$ cat src/rtl/db9md_pad_emu.sv
// Sega DB9 3/6-button pad emulator; DB9MD_SIX_BUTTON_EN enables the 6-button phase sequencing.
// joy_out registered: 3 clk from joy_sel, 1 clk from buttons; no backpressure (console polls freely).
module db9md_pad_emu #(
   parameter int unsigned TIMEOUT_CYCLES = 75000
) (
   input  logic        CLK_50,
   input  logic        RESET,
   input  logic        joy_sel,
   input  logic [11:0] buttons,
   output logic [5:0]  joy_out,
   output logic [1:0]  phase
);

   localparam int unsigned BTN_R     = 0;
   localparam int unsigned BTN_L     = 1;
   localparam int unsigned BTN_D     = 2;
   localparam int unsigned BTN_U     = 3;
   localparam int unsigned BTN_A     = 4;
   localparam int unsigned BTN_B     = 5;
   localparam int unsigned BTN_C     = 6;
   localparam int unsigned BTN_START = 10;

   logic       r_sync1;
   logic       r_sel_s;
   logic [5:0] r_joy;
   logic [5:0] w_joy_nxt;
   logic [1:0] w_phase;

   // SEL idles high, so reset the synchroniser high to avoid a false first edge.
   always_ff @(posedge CLK_50) begin
      if (RESET) begin
         r_sync1 <= 1'b1;
         r_sel_s <= 1'b1;
      end else begin
         r_sync1 <= joy_sel;
         r_sel_s <= r_sync1;
      end
   end

`ifdef DB9MD_SIX_BUTTON_EN
   localparam int unsigned BTN_X    = 7;
   localparam int unsigned BTN_Y    = 8;
   localparam int unsigned BTN_Z    = 9;
   localparam int unsigned BTN_MODE = 11;

   localparam int unsigned        IDLE_W   = $clog2(TIMEOUT_CYCLES + 2);
   localparam logic [IDLE_W-1:0]  IDLE_MAX = IDLE_W'(TIMEOUT_CYCLES);

   logic              r_sel_prev;
   logic [1:0]        r_phase;
   logic [IDLE_W-1:0] r_idle;
   logic              w_rise;

   assign w_rise = r_sel_s & ~r_sel_prev;

   // A rising edge takes priority over the timeout on the same cycle.
   always_ff @(posedge CLK_50) begin
      if (RESET) begin
         r_sel_prev <= 1'b1;
         r_phase    <= 2'd0;
         r_idle     <= '0;
      end else begin
         r_sel_prev <= r_sel_s;
         if (w_rise) begin
            r_phase <= r_phase + 2'd1;
            r_idle  <= '0;
         end else if (r_idle == IDLE_MAX) begin
            r_phase <= 2'd0;
         end else begin
            r_idle <= r_idle + IDLE_W'(1);
         end
      end
   end

   assign w_phase = r_phase;

   always_comb begin
      w_joy_nxt = 6'b111111;
      if (r_sel_s) begin
         if (w_phase == 2'd3)
            w_joy_nxt = {~buttons[BTN_C], ~buttons[BTN_B], ~buttons[BTN_Z],
                         ~buttons[BTN_Y], ~buttons[BTN_X], ~buttons[BTN_MODE]};
         else
            w_joy_nxt = {~buttons[BTN_C], ~buttons[BTN_B], ~buttons[BTN_U],
                         ~buttons[BTN_D], ~buttons[BTN_L], ~buttons[BTN_R]};
      end else begin
         case (w_phase)
            2'd2:    w_joy_nxt = {~buttons[BTN_START], ~buttons[BTN_A], 4'b0000};
            2'd3:    w_joy_nxt = {~buttons[BTN_START], ~buttons[BTN_A], 4'b1111};
            default: w_joy_nxt = {~buttons[BTN_START], ~buttons[BTN_A],
                                  ~buttons[BTN_U], ~buttons[BTN_D], 2'b00};
         endcase
      end
   end
`else
   logic w_unused_xyzm;

   // X/Y/Z/Mode have no meaning on a 3-button pad.
   assign w_unused_xyzm = ^{buttons[11], buttons[9:7]};
   assign w_phase       = 2'd0;

   always_comb begin
      w_joy_nxt = 6'b111111;
      if (r_sel_s)
         w_joy_nxt = {~buttons[BTN_C], ~buttons[BTN_B], ~buttons[BTN_U],
                      ~buttons[BTN_D], ~buttons[BTN_L], ~buttons[BTN_R]};
      else
         w_joy_nxt = {~buttons[BTN_START], ~buttons[BTN_A],
                      ~buttons[BTN_U], ~buttons[BTN_D], 2'b00};
   end
`endif

   always_ff @(posedge CLK_50) begin
      if (RESET)
         r_joy <= 6'b111111;
      else
         r_joy <= w_joy_nxt;
   end

   assign joy_out = r_joy;
   assign phase   = w_phase;

endmodule

$ cat config.mk
export PLATFORM = sky130hd
export DESIGN_NAME = db9md_pad_emu
export DESIGN_NICKNAME = d
export VERILOG_FILES = /design/src/rtl/db9md_pad_emu.sv
export SDC_FILE = /design/constraint.sdc
export NUM_CORES = 1
export LEC_CHECK = 0
export BUFFER_PORTS_ARGS = -buffer_cell sky130_fd_sc_hd__buf_2
export CELL_PAD_IN_SITES_DETAIL_PLACEMENT = 1
export CELL_PAD_IN_SITES_GLOBAL_PLACEMENT = 2
export CORE_MARGIN = 4
export CORE_UTILIZATION = 18
export DETAILED_ROUTE_END_ITERATION = 12
export PLACE_DENSITY = 0.79
export SLEW_MARGIN = 20
export SYNTH_ARGS = -nofsm -noshare
export SYNTH_HDL_FRONTEND = slang
export SYNTH_SLANG_ARGS = --single-unit
$ cat constraint.sdc
create_clock -name CLK_50 -period 1.29 [get_ports CLK_50]
set_input_delay 0.387 -clock CLK_50 [delete_from_list [all_inputs] [get_ports CLK_50]]
set_output_delay 0.387 -clock CLK_50 [all_outputs]
set_load 0.03 [all_outputs]
## Yosys cells after proc, flatten, opt, wreduce, memory -nomap -nowiden

Index checks and enable logic that the tools add are counted.

- Bits in registers: 8
- Input bits: 15

- Muxes and demuxes: 1
- Bitwise gates (word level): 8

Operator list:

| operator | count |
|---|---|
| 1-bit inverter | 8 |
| 6-bit 2-to-1 mux | 1 |

## Longest topological paths before layout

Gate-level depths: netlist (run 1).

- Depth in word-level cells: 2
- Mapped depth: 2
- Mapped depth without buffers: 2

## Worst setup path after synthesis (run 1)

OpenSTA, ideal clock, no wires.

- Path type: register -> output
- From: register r_joy[0], in the netlist joy_out[0]
- To: output joy_out[0]
- Arrival: 459 ps
- Data required time: 903 ps
- Setup slack: 444 ps
- Stages on the path, launching flop included: 1
- Path buffers: 0
- Cells stage by stage: dfxtp_1

RTL lines:

| element | RTL line | source |
|---|---|---|
| from (decl) | 25 | `logic [5:0] r_joy;` |
| from (signal assigned) | 117 | `r_joy <= w_joy_nxt;` |
| to (decl) | 10 | `output logic [5:0] joy_out,` |

No word-level cell between the ends.

## Worst setup path in the final report (run 1)

- From: register r_joy[5], in the netlist joy_out[5]
- To: output joy_out[5]

No word-level cell between the ends.

==> results of run 1 <==
[state kept, by name, summed over array words and instances (netlist names)]
| signal | flops |
|---|---|
| joy_out | 6 |
| r_sync1 | 1 |
| r_sel_s | 1 |
[layout make-up]
cell class,count,area [um2],area share
Timing Repair Buffer,16,80.08,0.2155
Sequential cell,8,160.2,0.4310
Tap cell,15,18.77,0.05051
Multi-Input combinational cell,12,82.58,0.2222
Clock buffer,3,22.52,0.06061
Inverter,2,7.507,0.02020
[kinds of logic (layout without fill, tap and decap cells)]
| group | Yosys count | count (layout) | share of synthesized area |
|---|---|---|---|
| muxes | 2 | 2 | 0.07656 |
| other | 1 | 2 | 0.01434 |
| and+or+nand+nor | 6 | 6 | 0.1435 |
| AOI/OAI and AO/OA | 2 | 2 | 0.06700 |
| DFF | 8 | 8 | 0.6124 |
| buffers and inverters | 4 | 21 | 0.08612 |
[synthesized netlist by cell type]
cell type | instances | area [um2]
nand2b_1 | 2 | 12.51
buf_4 | 2 | 15.01
or2_1 | 2 | 12.51
dfxtp_1 | 8 | 160.2
mux2i_1 | 2 | 20.02
a21o_2 | 2 | 17.52
or2_2 | 2 | 12.51
conb_1 | 1 | 3.750
inv_1 | 2 | 7.510
[power by group through the flow]
stage	sequential [mW]	combinational, mW	clock, mW
6_report	0.266	0.0734	0.192
5_1_grt	0.267	0.0800	0.225
4_1_cts	0.266	0.0750	0.205
3_5_place_dp	0.272	0.0743	0
3_3_place_gp	0.271	0.0740	0
2_1_floorplan	0.294	0.0263	0
[metal layers]
layer  GRT usage  part of all wire
met5           0                 0
met4     0.03409                 0
met3     0.08594              0.22
met2      0.1099              0.42
met1     0.06368              0.36
[through the flow]
stage	power, mW	hold slack, ns	cells
2_1_floorplan	0.3204	0.3895	24
3_3_place_gp	0.3447	0.3934	53
3_5_place_dp	0.3461	0.3991	53
4_1_cts	0.5461	0.2948	56
5_1_grt	0.5719	0.2923	56
6_report	0.5320	0.2995	56
[final timing paths]
check	slack, ns	to	startpoint	cells after the start
max	0.15	joy_out[5]	joy_out[5]$_SDFF_PP1_	1
min	0.30	joy_out[2]$_SDFF_PP1_	buttons[2]	2
max reg2reg	0.47	joy_out[5]$_SDFF_PP1_	r_sel_s$_SDFF_PP1_	2
min reg2reg	0.41	r_sel_s$_SDFF_PP1_	r_sync1$_SDFF_PP1_	1
==> metrics.csv, run 1 <==
metric,value,unit
result of the run,"complete, no violations",
P&R area growth vs syn,42.11,%
final clock skew,0.0004962,ns
gpl congestion,0.6213,
DP HPWL,444.6,um
initial antenna violation count,0,
sw power,135.3,uW
most frequent cells in the layout,"16 x buf_2, 8 x dfxtp_1, 3 x clkbuf_4",
CP max-delay cell,dfxtp_1,
Hold WC Path Type,in -> reg,
Post-CTS Resized,0,
Post-CTS Hold Buffers,0,
Synth Cell Area,261.5,um2
pwr/cell area,1432,nW/um2
"Seq/Total Area, Yosys",0.6124,
final setup fails,0,
combinational power share,0.138,
CTS tree,done,
Die Ht,46.12,um
count of final hold-check violations,0,
post-synth cell types,9,
syn_area_per_cell,11.37,um2
ANT cells,0,
Core ar.,1334,um2
max incr delay on CP,0.31,ns
total gr overflow,0,
crit path max fanout,1,
layout cell share with drive strength beyond 1,0.5610,
largest net degree at the start of global routing,9,
DIE AREA,2127,um2
cell-internal power,396.7,uW
post-synthesis register bit count,8,
fillers,168,
post-route ant nets,0,
critical path cell sequence,buf_2,
via count,216,
Max-cap violations,0,
fin crit period,1.144,ns
FMAX,874.4,MHz
Routed WL per cell,10.36,um
final core occ,0.2786,
Flop pwr share,0.500,
io pins,23,
num rows,13,
Startpoint Class,flop,
Critical Path AT,0.76,ns
clock power share,0.362,
Die X,46.12,um
crit-path leading delay family,flip-flops,
DRC,0,
fin nets,58,
clock-pin slew on the worst setup and hold paths,0.05,ns
Max VDD drop,0.0006259,V
vias per std cell,3.857,
"commonest non-fill, non-tap cell in the layout",buf_2,
Leakage Power,0.1953,nW
CTS Sinks,8,
synth warn,0,
Place WS,0.3430,ns
final period utilization,0.8866,
Skew-Pair Late Insertion Delay,0.25,ns
CTS Buf Count,3,
vias in the first global route,245,
Starting DRT DRC Count,0,
Finished Cell Area,371.6,um2
Starting Density,0.1961,
Synth Instances,23,
Tot GR Track Use,0.07570,
H-tree levels,1,
final worst slack,0.1463,ns
Crit path buffers/inverters,1,
total wire length,580,um
WP data required,0.90,ns
critical path class,reg -> out,
clk buf depth,2,
I/O Buffers,16,
Max Transition Viols Final,0,
setup TNS,0,ns
first-pass GRT wire length,972,um
CP endpoint kind,output port,
RSZ-0062 raised after global routing,no,
Root Buffer,clkbuf_4,
dpl cell area,349.1,um2
postcts setup bufs,0,
DR pass1 iterations,1,
Switching Share,0.2543,
Power figures use the tool's default switching activity.
==> run 2: changes to the inputs <==
- CORE_MARGIN: 4 -> default
==> metrics.csv, run 2 (synthesized netlist as in run 1, its figures left out) <==
metric,value,unit,change
result of the run,"complete, no violations",,
post-route ant nets,0,,unchanged
Max Transition Viols Final,0,,unchanged
critical path depth in cells,1,,unchanged
total gr overflow,0,,unchanged
postcts setup bufs,0,,unchanged
Crit path buffers/inverters,1,,unchanged
crit-path leading delay family,flip-flops,,
Startpoint Class,flop,,
final setup fails,0,,unchanged
Post-CTS Hold Buffers,0,,unchanged
CP endpoint kind,output port,,
"commonest non-fill, non-tap cell in the layout",buf_2,,
crit path max fanout,1,,unchanged
most frequent cells in the layout,"16 x buf_2, 8 x dfxtp_1, 3 x clkbuf_4",,
vias in the first global route,187,,-24%
min-delay src,buttons[2],,
count of final hold-check violations,0,,unchanged
FF-to-FF setup slack,0.46,ns,about the same
largest net degree at the start of global routing,9,,unchanged
RSZ-0062 raised after global routing,no,,
Starting DRT DRC Count,2,,+2
final worst slack,0.1339,ns,-0.01247 ns
final core occ,0.2786,,unchanged
DIE AREA,1609,um2,-24%
Non-Filler Instances,56,,unchanged
CP max-delay cell,dfxtp_1,,
Hold WC Path Type,in -> reg,,
Starting Density,0.1961,,unchanged
clk buf depth,2,,unchanged
Max-cap violations,0,,unchanged
pwr/cell area,1409,nW/um2,-1.6%
Skew-Pair Late Insertion Delay,0.25,ns,about the same
overall power,523.5,uW,-1.6%
CTS tree,done,,
Reg2Reg Capture Point,joy_out[5]$_SDFF_PP1_,,
Critical Path AT,0.77,ns,about the same
DRC,0,,unchanged
Largest register FFs,6,,unchanged
P&R area growth vs syn,42.11,%,unchanged
Worst R2R Start,r_sel_s$_SDFF_PP1_,,
first-pass GRT wire length,752,um,-23%
FMAX,865.0,MHz,-1.1%
vias per std cell,3.857,,unchanged
via count,216,,unchanged
Die Ht,40.12,um,-13%
critical path class,reg -> out,,
final clock skew,0.002916,ns,+0.002420 ns
critical path cell sequence,buf_2,,
fin crit period,1.156,ns,+0.01247 ns
setup TNS,0,ns,unchanged
Root Buffer,clkbuf_4,,
Core ar.,1334,um2,unchanged
initial antenna violation count,0,,unchanged
post-placement cell count,53,,unchanged
Place WS,0.3483,ns,+0.005256 ns
DR pass1 iterations,2,,+1
io pins,23,,unchanged
Post-CTS Resized,0,,unchanged
H-tree levels,1,,unchanged
clock-pin slew on the worst setup and hold paths,0.05,ns,about the same
CTS Sinks,8,,unchanged
Worst R2R Path Depth,2,,unchanged
crit path to,joy_out[5],,
ANT cells,0,,unchanged
Routed WL per cell,9.143,um,-12%
DP HPWL,393.3,um,-12%
max incr delay on CP,0.33,ns,+0.02 ns
Setup crit start,joy_out[5]$_SDFF_PP1_,,
I/O Buffers,16,,unchanged
final period utilization,0.8962,,+0.009664
gpl congestion,0.5972,,-3.9%
layout cell share with drive strength beyond 1,0.5610,,unchanged
Leakage Power,0.1953,nW,unchanged
WP data required,0.90,ns,about the same
Die X,40.12,um,-13%
num rows,13,,unchanged
CTS Buf Count,3,,unchanged
Max VDD drop,0.0004052,V,-35%
fin nets,58,,unchanged
Tot GR Track Use,0.08391,,+0.008211
total wire length,512,um,-12%
fillers,167,,-0.60%
==> run 2: cell counts in the layout (fill, tap and decap cells not counted) <==
Identical to the previous run, type by type.
==> run 2: through the flow <==
step	instance area [um2]	hold slack, ns
floorplan	265.3	0.3895
global placement	349.1	0.3932
detailed placement	349.1	0.4008
CTS	371.6	0.2903
global route	371.6	0.3011
finish	371.6	0.3039
==> run 2: area by class of cell <==
class / instances / area [um2] / share of cell area
sequential: 8 / 160.2 / 0.4310
multi-input combinational: 12 / 82.58 / 0.2222
timing repair buffer: 16 / 80.08 / 0.2155
clock buffer: 3 / 22.52 / 0.06061
tap: 15 / 18.77 / 0.05051
inverter: 2 / 7.507 / 0.02020
==> run 2: metal layers <==
layer  track usage  part of all wire  vias to the layer above
met5             0                 0                        -
met4       0.07759                 0                        0
met3       0.07222              0.16                        0
met2        0.1210              0.45                       16
met1       0.06954              0.39                       96
li1              -                 -                      104
==> run 2: how the worst min path moves through the flow <==
stage / endpoint / cells past startpoint / slack, ns
floorplan: r_sel_s$_SDFF_PP1_ / 1 / 0.39
global placement: r_sel_s$_SDFF_PP1_ / 1 / 0.39
detailed placement: r_sel_s$_SDFF_PP1_ / 1 / 0.40
CTS: joy_out[2]$_SDFF_PP1_ / 2 / 0.29
global route: joy_out[2]$_SDFF_PP1_ / 2 / 0.30
finish: joy_out[2]$_SDFF_PP1_ / 2 / 0.30
==> run 2: report_power, final <==
part	switching [mW]	leakage, nW	internal (mW)
Combinational	0.0444	0.115	0.0288
Sequential	0.00479	0.0668	0.262
Clock	0.0779	0.0138	0.106
